<file path="src/rtl/writeback_arbiter.sv">
// writeback_arbiter: merges the ALU and load-unit result streams into one
// register-file write port through a DEPTH-entry circular FIFO.
// The load unit has priority when both offer in the same cycle. Writes to
// register 0 are accepted and then dropped. Pending reports every register
// with a write queued or currently being driven.
// Optional feature: define WB_BYPASS_EN to let an offer that arrives while the
// queue is empty go straight to the output registers (latency 1 instead of 2).
module writeback_arbiter #(
    parameter int DEPTH = 4
) (
    input  logic        clk,
    input  logic        ResetN,
    input  logic        AluValid,
    input  logic [4:0]  AluRegister,
    input  logic [31:0] AluData,
    output logic        AluReady,
    input  logic        MemValid,
    input  logic [4:0]  MemRegister,
    input  logic [31:0] MemData,
    output logic        MemReady,
    output logic        WriteEnable,
    output logic [4:0]  WriteRegister,
    output logic [31:0] WriteData,
    output logic [31:0] Pending,
    output logic        Full,
    output logic        Empty
);

    localparam int PTR_W = (DEPTH > 1) ? $clog2(DEPTH) : 1;
    localparam int CNT_W = PTR_W + 1;

`ifdef WB_BYPASS_EN
    localparam bit BYPASS = 1'b1;
`else
    localparam bit BYPASS = 1'b0;
`endif

    logic [4:0]       q_reg  [DEPTH];
    logic [31:0]      q_data [DEPTH];
    logic [PTR_W-1:0] head;
    logic [PTR_W-1:0] tail;
    logic [CNT_W-1:0] count;

    logic [4:0]  in_reg;
    logic [31:0] in_data;
    logic        accept;
    logic        keep;
    logic        pop;
    logic        push;
    logic        bypass;

    // Occupancy flags come from the count before the edge; readies are
    // forced low while reset is held so nothing is accepted during reset.
    assign Full     = (count == CNT_W'(DEPTH));
    assign Empty    = (count == '0);
    assign MemReady = ResetN && !Full;
    assign AluReady = ResetN && !Full && !MemValid;

    // Select the winning offer and decide whether it is queued, bypassed or dropped.
    always_comb begin
        in_reg  = MemValid ? MemRegister : AluRegister;
        in_data = MemValid ? MemData : AluData;
        accept  = (MemValid && MemReady) || (AluValid && AluReady);
        keep    = accept && (in_reg != 5'd0);
        pop     = !Empty;
        bypass  = BYPASS && keep && Empty;
        push    = keep && !bypass;
    end

    // Queue payload storage; validity is tracked by head/count, so no reset.
    always_ff @(posedge clk) begin
        if (push) begin
            q_reg[tail]  <= in_reg;
            q_data[tail] <= in_data;
        end
    end

    // Queue pointers and occupancy; pointers wrap naturally since DEPTH is a power of two.
    always_ff @(posedge clk or negedge ResetN) begin
        if (!ResetN) begin
            head  <= '0;
            tail  <= '0;
            count <= '0;
        end else begin
            if (push)
                tail <= tail + PTR_W'(1);
            if (pop)
                head <= head + PTR_W'(1);
            if (push && !pop)
                count <= count + CNT_W'(1);
            else if (pop && !push)
                count <= count - CNT_W'(1);
        end
    end

    // Output register: drive the popped head, or the bypassed offer, for one cycle.
    always_ff @(posedge clk or negedge ResetN) begin
        if (!ResetN) begin
            WriteEnable   <= 1'b0;
            WriteRegister <= 5'd0;
            WriteData     <= 32'd0;
        end else if (pop) begin
            WriteEnable   <= 1'b1;
            WriteRegister <= q_reg[head];
            WriteData     <= q_data[head];
        end else if (bypass) begin
            WriteEnable   <= 1'b1;
            WriteRegister <= in_reg;
            WriteData     <= in_data;
        end else begin
            WriteEnable   <= 1'b0;
        end
    end

    // Pending scoreboard: OR of every live queue entry plus the active write.
    always_comb begin
        Pending = '0;
        for (int k = 0; k < DEPTH; k++) begin
            if (CNT_W'(k) < count)
                Pending[q_reg[head + PTR_W'(k)]] = 1'b1;
        end
        if (WriteEnable)
            Pending[WriteRegister] = 1'b1;
        Pending[0] = 1'b0;
    end

endmodule

</file>
<file path="config.mk">
export PLATFORM = sky130hd
export DESIGN_NAME = writeback_arbiter
export DESIGN_NICKNAME = d
export VERILOG_FILES = /design/src/rtl/writeback_arbiter.sv
export SDC_FILE = /design/constraint.sdc
export NUM_CORES = 1
export LEC_CHECK = 0
export ABC_AREA = 1
export CAP_MARGIN = 20
export CORE_MARGIN = 1.5
export CORE_UTILIZATION = 40
export CTS_BUF_LIST = sky130_fd_sc_hd__clkbuf_4 sky130_fd_sc_hd__clkbuf_8
export CTS_CLUSTER_DIAMETER = 30
export DETAILED_ROUTE_END_ITERATION = 7
export SLEW_MARGIN = 20
export SYNTH_ARGS = -nofsm -noshare
export SYNTH_HDL_FRONTEND = slang
export SYNTH_SLANG_ARGS = --single-unit
</file>
<file path="constraint.sdc">
create_clock -name clk -period 4.37 [get_ports clk]
set_input_delay 0.874 -clock clk [delete_from_list [all_inputs] [get_ports clk]]
set_output_delay 0.874 -clock clk [all_outputs]
set_load 0.02 [all_outputs]
</file>
== After elaboration in Yosys (flattened, before gate mapping) ==
Memory sizes are Yosys's and may differ from the RTL's. A register that Yosys moved wholly into a read port is not among the register bits.
Cells that the tools add are included.

* Add/sub/neg operators: 6
* Order comparisons: 14
* Equality and inequality tests: 1
* Mux-type cells: 22
* Bitwise gates (word level): 4
* Reductions and logical operators: 22

{| class="wikitable"
|+ Operator list
! cell !! count
|-
| 2-to-1 mux 32 bit || 6
|-
| bitwise OR 32 bit || 4
|-
| less-than comparator 5 x 6 -> 1 bit, second input constant || 5
|-
| demux 1 bit (select 5 bit) || 5
|-
| >= comparator 5 x 1 -> 1 bit, second input constant || 5
|-
| logical AND 1 bit || 12
|-
| 2-to-1 mux 1 bit || 8
|-
| logical NOT 1 bit || 6
|-
| less-than comparator 1 x 3 -> 1 bit, first input constant || 2
|-
| less-than comparator 2 x 3 -> 1 bit, first input constant || 2
|-
| 2-to-1 mux 3 bit || 2
|-
| 2-to-1 mux 5 bit || 1
|-
| nonzero test 5 bit || 1
|-
| adder 2 x 1 -> 2 bit, second input constant || 2
|-
| adder 2 bit, second input constant || 2
|-
| adder 3 x 1 -> 3 bit, second input constant || 1
|-
| equality test 3 bit, second input constant || 1
|-
| logical NOT 3 bit || 1
|-
| subtractor 3 x 1 -> 3 bit, second input constant || 1
|-
| nonzero test 2 bit || 1
|-
| logical OR 1 bit || 1
|}

* Flip-flop bits (word level): 13
* Bits in writable memories: 148
* Bits of input ports: 78
* Output and inout bits: 74
* Word-level logic and storage cells: 76
* Memories kept: 2

{| class="wikitable"
|+ Memories
! memory !! depth !! bits a word !! rd ports !! clocked after Yosys merged registers in !! write ports !! line !! RTL
|-
| q_data || 4 || 32 || 1 || 1 || 1 || 39 || <nowiki>logic [31:0] q_data [DEPTH];</nowiki>
|-
| q_reg || 4 || 5 || 4 || 0 || 1 || 38 || <nowiki>logic [4:0] q_reg [DEPTH];</nowiki>
|}

== Depth between registers and ports, before layout ==
Gate-level depths: netlist of run 1.
An unclocked memory read counts as a cell.

* Word-level depth: 14
* Mapped depth: 13
* Gate-level depth less buffers: 13

== Least setup slack after synthesis of run 1 ==
Ideal clock, no wire load.

* Path kind: input-to-reg
* Start: input port MemValid
* End: memory q_data[0][0], enable pin
* Data arrival time: 3.012 ns
* Data required time: 3.939 ns
* Setup slack: 0.927 ns
* Stages on the path: 7
* Buffers on the path: 1
* Path through: buf_2 > nand2_1 > nand2_1 > nor2_1 > nand3_1 > nand2_1 > nor2_1

{| class="wikitable"
|+ RTL lines
! what !! line !! RTL
|-
| start: declaration || 17 || <nowiki>input logic MemValid,</nowiki>
|-
| 2-to-1 mux 5 bit || 61 || <nowiki>in_reg = MemValid ? MemRegister : AluRegister;</nowiki>
|-
| via in_reg[1] || 44 || <nowiki>logic [4:0] in_reg;</nowiki>
|-
| nonzero test 5 bit || 64 || <nowiki>keep = accept && (in_reg != 5'd0);</nowiki>
|-
| logical AND 1 bit || 64 ||
|-
| 2-to-1 mux 1 bit || 72 || <nowiki>if (push) begin</nowiki>
|-
| 2-to-1 mux 1 bit (not written as such) || 74 || <nowiki>q_data[tail] <= in_data;</nowiki>
|-
| end: declaration || 39 ||
|}

The timed path passes the listed nets, and every way through them passes these cells.

== Final worst setup path of run 1 ==
* Start: register head[0]
* End: output port Pending[9]

* Longest elaborated chain between the ends: 14

{| class="wikitable"
|+ Ends and longest elaborated chain
! what !! line !! RTL
|-
| start: declaration || 40 || <nowiki>logic [PTR_W-1:0] head;</nowiki>
|-
| start signal: assignment || 88 || <nowiki>head <= head + PTR_W'(1);</nowiki>
|-
| adder 2 x 1 -> 2 bit / memory (4 x 5 bit) (equally long branches) || n/a ||
|-
| memory (4 x 5 bit) * || n/a ||
|-
| less-than comparator 5 x 6 -> 1 bit (not written as such), or another cell as far along || 120 || <nowiki>Pending[q_reg[head + PTR_W'(k)]] = 1'b1;</nowiki>
|-
| logical AND 1 bit (not written as such) / 2-to-1 mux 1 bit (equally long branches) || 120 ||
|-
| 2-to-1 mux 1 bit (not written as such) / demux 1 bit (select 5 bit) (equally long branches) || 120 ||
|-
| demux 1 bit (select 5 bit) / 2-to-1 mux 32 bit (equally long branches) || 120, 119 ||
|-
| bitwise OR 32 bit (no line) || n/a ||
|-
| 2-to-1 mux 32 bit || 119 || <nowiki>if (CNT_W'(k) < count)</nowiki>
|-
| bitwise OR 32 bit (no line) || n/a ||
|-
| 2-to-1 mux 32 bit || 119 ||
|-
| bitwise OR 32 bit (no line) || n/a ||
|-
| 2-to-1 mux 32 bit * || 119 ||
|-
| bitwise OR 32 bit (no line) || n/a ||
|-
| 2-to-1 mux 32 bit * || 122 || <nowiki>if (WriteEnable)</nowiki>
|-
| end: declaration || 24 || <nowiki>output logic [31:0] Pending,</nowiki>
|}

Mark *: on every way between the ends. The rest lies on a longest branch, timed or not.

==> results of run 1 <==
==> worst paths after layout <==
kind                                     from             to  slack [ps]  cells after the start
max in group asynchronous              ResetN       count[1]        3180                      2
worst max-delay path                  head[0]     Pending[9]         270                     10
worst min register to register  WriteData[26]  WriteData[26]         490                      2
worst min-delay path            WriteData[26]  WriteData[26]         490                      2
worst max register to register       count[0]       count[2]        1840                     12
min in group asynchronous              ResetN  WriteData[17]         660                      2
==> kinds of logic after synthesis <==
family | count (synthesis)
AO/OA/AOI/OAI | 47
XOR/XNOR | 5
adder cells (fa/ha/maj) | 9
buffers and inverters | 111
flip-flops | 193
other | 1
AND/OR/NAND/NOR | 860
==> synth_stat cells <==
cell	instances	area, sq um
buf_6	6	67.6
nand3_1	76	380
a21oi_1	1	5.00
ha_1	9	113
and2_1	1	6.26
buf_4	6	45.0
a31oi_1	1	6.26
o21ai_1	2	10.0
or2_0	2	12.5
nor2_4	3	33.8
o21ai_0	9	45.0
inv_4	1	6.26
nor2_2	7	43.8
inv_1	60	225
xnor2_1	1	8.76
nor3_1	12	60.1
conb_1	1	3.75
buf_1	3	11.3
buf_2	6	30.0
nand2_2	16	100
nand3_2	11	110
clkbuf_1	22	82.6
a22oi_1	18	135
xor2_1	4	35.0
clkinv_1	1	3.75
a41oi_1	16	140
dfrtp_1	45	1130
nor2_1	195	732
nand4_1	15	93.8
nand2_1	522	1960
edfxtp_1	148	4440
inv_2	6	22.5
==> worst max-delay path: cells and delay by family (launching register included) <==
family	cells	cell delay, ps
simple gates	8	1400
buf+inv	2	990
flops	1	400
==> cell type report <==
cell class,instances,area share
tap,324,0.0327
clock buffer,18,0.0195
multi-input combinational,922,0.328
sequential,193,0.450
clock inverter,14,0.0155
antenna,1,0.000202
inverter,68,0.0208
timing repair buffer,167,0.133
==> report_power, final <==
part	internal, W	switching (W)	total (W)
clock network	0.000501	0.000698	0.00120
logic	0.00163	0.00339	0.00502
registers	0.00244	0.000232	0.00267
total	0.00457	0.00432	0.00889
==> layer usage <==
metal	GRT usage	wire, microns	vias up
met2	0.386	13900	246
met4	0.0767	713	2
met1	0.288	12700	4016
met3	0.0347	1410	36
li1	-	-	4260
met5	0	13	-
==> stage by stage <==
stage | setup slack, ps | hold WS [ps] | cell area, sq um
final | 273 | 489 | 12400
after global routing | 21.3 | 515 | 12400
after CTS | 276 | 495 | 12400
after detailed placement | 776 | 468 | 11900
after global placement | 783 | 463 | 11900
after floorplan | 927 | 496 | 10100
==> metrics.md, run 1 <==
| Metric | Value |
|---|---|
| Layout Utilization | 0.505 |
| Worst path slowest cell | clkdlybuf4s50_1 |
| Multi-input logic area | 4070 sq um |
| Largest net degree at the start of global routing | 52 |
| CP Launch Type | register |
| Syn nets | 1,313 |
| I/O Pins | 152 |
| Simple-Gate Fraction of Synth Area | 0.350 |
| Die area | 26,200 sq um |
| Worst Setup Path Type | reg -> out |
| Max Clock Skew | 26.0 ps |
| Nets@finish | 1,456 |
| CP required | 3500 ps |
| Std-Cell Core Area | 24,500 sq um |
| Clk_lat worst skew | 460 ps |
| Synth Area in XOR/XNOR | 0.00434 |
| HP Class | reg -> reg |
| Starting Density | 0.412 |
| Setup violators final | 0 |
| Fin. max-slew vios | 0 |
| Clock transition at path regs | 100 ps |
| Vias in the first global route | 8,195 |
| Max_slew headroom | 0.300 |
| Post-synthesis register bit count | 193 |
| First-pass GRT wire length | 44,800 microns |
| Antenna violations before repair | 2 |
| H-tree levels | 4 |
| Largest register FFs | 128 |
| Die height | 162 microns |
| Antenna-violating nets left | 0 |
| F_max | 0.244 GHz |
| Via Count | 8,560 |
| Yosys cell types | 32 |
| Commonest non-fill, non-tap cell in the layout | nand2_1 |
| Crit share post-route | 0.938 |
| Final Hold Fails | 0 |
| Drc violations | 0 |
| Most frequent cells in the layout | nand2_1 (521), nor2_1 (191), clkdlybuf4s50_1 (149), edfxtp_1 (148), nand3_1 (76) |
| Fill count | 2,377 |
| Final Power | 0.00889 W |
| Share of layout cells above drive strength 1 | 0.0716 |
| Pleak | 5.21 nW |
| Cell Count, Final, Fillers Out | 1,707 |
| CTS sink cnt | 193 |
| Post-detailed-routing wire length | 28,700 microns |
| Placed Instances | 1,674 |
| Pwr/cell area | 718 nW/um^2 |
| Peak VDD IR | 0.296 mV |
| Count of input and output buffers | 150 |
| Main combinational cell family by area after synthesis | simple AND/OR/NAND/NOR gates |
| Num CTS Buffers | 17 |
| Tmin final | 4100 ps |
| Via density | 5.01 |
| Reg area | 5570 sq um |
| Least-Margin Pin Slew | 1040 ps |
| Synth-to-Final Area Change | 22.6% |
| Post-synthesis cell area | 10,100 sq um |
| Post-Synth Adder-Cell Area | 0.0112 |
| CP Max Fanout | 41 |
| Pre-Repair DR Iteration Count | 5 |
| Max Cap Viol | 0 |
| CTS hold repair buffers | 0 |
| Gr usage total | 0.224 |
| Gr ovfl total | 0 |
| Clock Tree Buf Depth | 2 |
| Placer Congestion | 0.941 |
| Critical Path Max Stage Delay | 610 ps |
| Mux cell area share after synthesis | 0 |
| HPWL Detailed | 19,900 microns |
| RSZ-0062 raised after global routing | false |
| Clock root buffer | clkbuf_8 |
| Die Width | 162 microns |
| Routed wire per std cell | 16.8 microns |
| Crit path DAT | 3220 ps |
| Ys Warns | 0 |
| Top cell by count, worst path | nand2_1 |
| Gate Count Post-Synth | 1,226 |
| Worst-path cell chain | buf_4 > nand2_1 > nand2_2 > nand2_1 > nand2_1 > nand3_1 > nor2_1 > nor2_1 > nand2_1 > clkdlybuf4s50_1 |
| # rows | 57 |
| Synth Area per Inst | 8.24 sq um |
| Status | finished clean |
| Register area share after synthesis | 0.552 |
| TNS Setup | 0 ps |
| Post-CTS sizing | 0 |
| Initial DRC Count | 690 |
| Synth Area in Compound Gates | 0.0338 |
| Postcts setup bufs | 0 |
| CTS tree | done |
| Endpoint class of the critical path | output pin |
Power figures use the tool's default switching activity.
==> inputs of run 2 (changes only) <==
--- a/config.mk
+++ b/config.mk
@@ -9,7 +9,7 @@
 export CAP_MARGIN = 20
 export CORE_MARGIN = 1.5
 export CORE_UTILIZATION = 40
-export CTS_BUF_LIST = sky130_fd_sc_hd__clkbuf_4 sky130_fd_sc_hd__clkbuf_8
+export CTS_BUF_LIST = sky130_fd_sc_hd__clkbuf_16
 export CTS_CLUSTER_DIAMETER = 30
 export DETAILED_ROUTE_END_ITERATION = 7
 export SLEW_MARGIN = 20
==> run 2 against run 1 <==
Against the previous run: total power grew 4.2%; worst setup slack gained 48 ps; routed wire length is essentially flat; combinational power is essentially flat; via count grew 0.44%; critical path type unchanged; critical endpoint is now Pending[25]; largest cell class unchanged; largest power group unchanged.
==> metrics.md, run 2 (synthesized netlist as in run 1, its figures left out) <==
| Metric | Value |
|---|---|
| Max Clock Skew | 16.6 ps (-9.46 ps) |
| Gr ovfl total | 0 (unchanged) |
| Most frequent cells in the layout | nand2_1 (521), nor2_1 (191), clkdlybuf4s50_1 (149), edfxtp_1 (148), nand3_1 (76) |
| Peak VDD IR | 0.322 mV (+9.0%) |
| CTS sink cnt | 193 (unchanged) |
| Die area | 26,200 sq um (unchanged) |
| Clock Tree Buf Depth | 2 (unchanged) |
| Die Width | 162 microns (unchanged) |
| Tmin final | 4050 ps (-47.9 ps) |
| Worst-path cell chain | buf_4 > nand2_1 > nand2_2 > nand2_1 > nand2_1 > nand3_1 > nor2_1 > nor2_1 > nand2_1 > clkdlybuf4s50_1 |
| Worst path slowest cell | clkdlybuf4s50_1 |
| H-tree levels | 4 (unchanged) |
| Least-Margin Pin Slew | 1010 ps (-27.8 ps) |
| Dpl cell area | 11,900 sq um (unchanged) |
| Commonest non-fill, non-tap cell in the layout | nand2_1 |
| HP Class | reg -> reg |
| Max Cap Viol | 0 (unchanged) |
| CTS hold repair buffers | 0 (unchanged) |
| First-pass GRT wire length | 45,100 microns (+0.58%) |
| Setup violators final | 0 (unchanged) |
| Die height | 162 microns (unchanged) |
| Count of input and output buffers | 150 (unchanged) |
| Status | finished clean |
| CP required | 3500 ps (about the same) |
| Initial DRC Count | 673 (-2.5%) |
| Final Instance Area | 12,600 sq um (+1.5%) |
| Via Count | 8,598 (+0.44%) |
| Starting Density | 0.412 (unchanged) |
| Num CTS Buffers | 17 (unchanged) |
| Top cell by count, worst path | nand2_1 |
| Critical Path Max Stage Delay | 620 ps (about the same) |
| Clk_lat worst skew | 430 ps (-30 ps) |
| Final Hold Fails | 0 (unchanged) |
| Clock transition at path regs | 70 ps (-30 ps) |
| Worst Path Buf+Inv | 2 (unchanged) |
| HPWL Detailed | 19,900 microns (unchanged) |
| Worst Setup Path Type | reg -> out |
| Nets@finish | 1,456 (unchanged) |
| Endpoint class of the critical path | output pin |
| Drc violations | 0 (unchanged) |
| Post-CTS sizing | 0 (unchanged) |
| Crit share post-route | 0.927 (-0.0110) |
| Std-Cell Core Area | 24,500 sq um (unchanged) |
| Gr usage total | 0.226 (+0.00234) |
| Pre-Repair DR Iteration Count | 5 (unchanged) |
| Antenna-violating nets left | 0 (unchanged) |
| Vias in the first global route | 8,239 (+0.54%) |
| I/O Pins | 152 (unchanged) |
| Antenna violations before repair | 3 (+1) |
| Pleak | 5.30 nW (+1.7%) |
| RSZ-0062 raised after global routing | false |
| Via density | 5.04 (+0.44%) |
| CTS tree | done |
| Placer Congestion | 0.941 (unchanged) |
| Fin. max-slew vios | 0 (unchanged) |
| Pwr/cell area | 737 nW/um^2 (+2.6%) |
| # rows | 57 (unchanged) |
| Max_slew headroom | 0.319 (+0.0186) |
| WHS | 482 ps (-6.45 ps) |
| Largest net degree at the start of global routing | 52 (unchanged) |
| Fill count | 2,355 (-0.93%) |
| TNS Setup | 0 ps (unchanged) |
| Postcts setup bufs | 0 (unchanged) |
| Share of layout cells above drive strength 1 | 0.0709 (-0.000724) |
| Largest register FFs | 128 (unchanged) |
| Synth-to-Final Area Change | 24.5% |
| Clock root buffer | clkbuf_16 |
| CP Max Fanout | 41 (unchanged) |
| Routed wire per std cell | 16.8 microns (about the same) |
| Crit path DAT | 3180 ps (-40 ps) |
| Crit path max-delay family | simple AND/OR/NAND/NOR gates |
| CP Launch Type | register |
| Final Power | 0.00926 W (+4.2%) |
| F_max | 0.247 GHz (+1.2%) |
| Post-detailed-routing wire length | 28,700 microns (about the same) |
run 2: worst paths after layout:
check,startpoint,cells past startpoint,slack [ps],end
worst max-delay path,head[0],10,320,Pending[25]
worst min-delay path,WriteData[26],2,480,WriteData[26]
worst max register to register,count[0],8,1820,q_reg[0][1]
worst min register to register,WriteData[26],2,480,WriteData[26]
max in group asynchronous,ResetN,2,3160,count[1]
min in group asynchronous,ResetN,2,710,WriteData[18]
run 2: area by class of cell:
type,instances,area (sq um),area share
Clock buffer,17,425,0.0338
Timing Repair Buffer,167,1650,0.131
Antenna cell,1,2.50,0.000199
Multi-Input combinational cell,922,4070,0.323
Inverter,68,258,0.0205
Sequential cell,193,5570,0.443
Tap cell,324,405,0.0322
Clock inverter,15,195,0.0155
run 2: tightest hold or removal path, stage by stage (launching register included):
cell and delay (ps):
dfrtp_1 340, nand2_1 50, nand2_1 60
run 2: per-stage QoR:
step / cells / util / setup WS (ps)
6_report: 1707 / 0.512 / 321
5_1_grt: 1707 / 0.512 / 57.6
4_1_cts: 1706 / 0.512 / 311
3_5_place_dp: 1674 / 0.487 / 776
3_3_place_gp: 1674 / 0.487 / 783
2_1_floorplan: 1226 / - / 927
run 2: routing by layer:
metal,share of wire,global-route usage
met5,0.00094,0
met4,0.026,0.0892
met3,0.062,0.0358
met2,0.48,0.387
met1,0.43,0.288
run 2: where the power goes:
group	internal [W]	leakage [nW]	total [W]	switching (W)
Combinational	0.00163	3.10	0.00501	0.00338
Sequential	0.00245	1.89	0.00268	0.000231
Clock	0.000828	0.303	0.00157	0.000745
Total	0.00490	5.30	0.00926	0.00436
==> inputs of run 3 (changes only) <==
--- a/config.mk
+++ b/config.mk
@@ -6,13 +6,12 @@
 export NUM_CORES = 1
 export LEC_CHECK = 0
 export ABC_AREA = 1
-export CAP_MARGIN = 20
 export CORE_MARGIN = 1.5
 export CORE_UTILIZATION = 40
 export CTS_BUF_LIST = sky130_fd_sc_hd__clkbuf_16
 export CTS_CLUSTER_DIAMETER = 30
 export DETAILED_ROUTE_END_ITERATION = 7
-export SLEW_MARGIN = 20
+export HOLD_SLACK_MARGIN = 0.08
 export SYNTH_ARGS = -nofsm -noshare
 export SYNTH_HDL_FRONTEND = slang
 export SYNTH_SLANG_ARGS = --single-unit
==> results of run 3 <==
Final layout, timing and power as in run 2 (identical DEF).
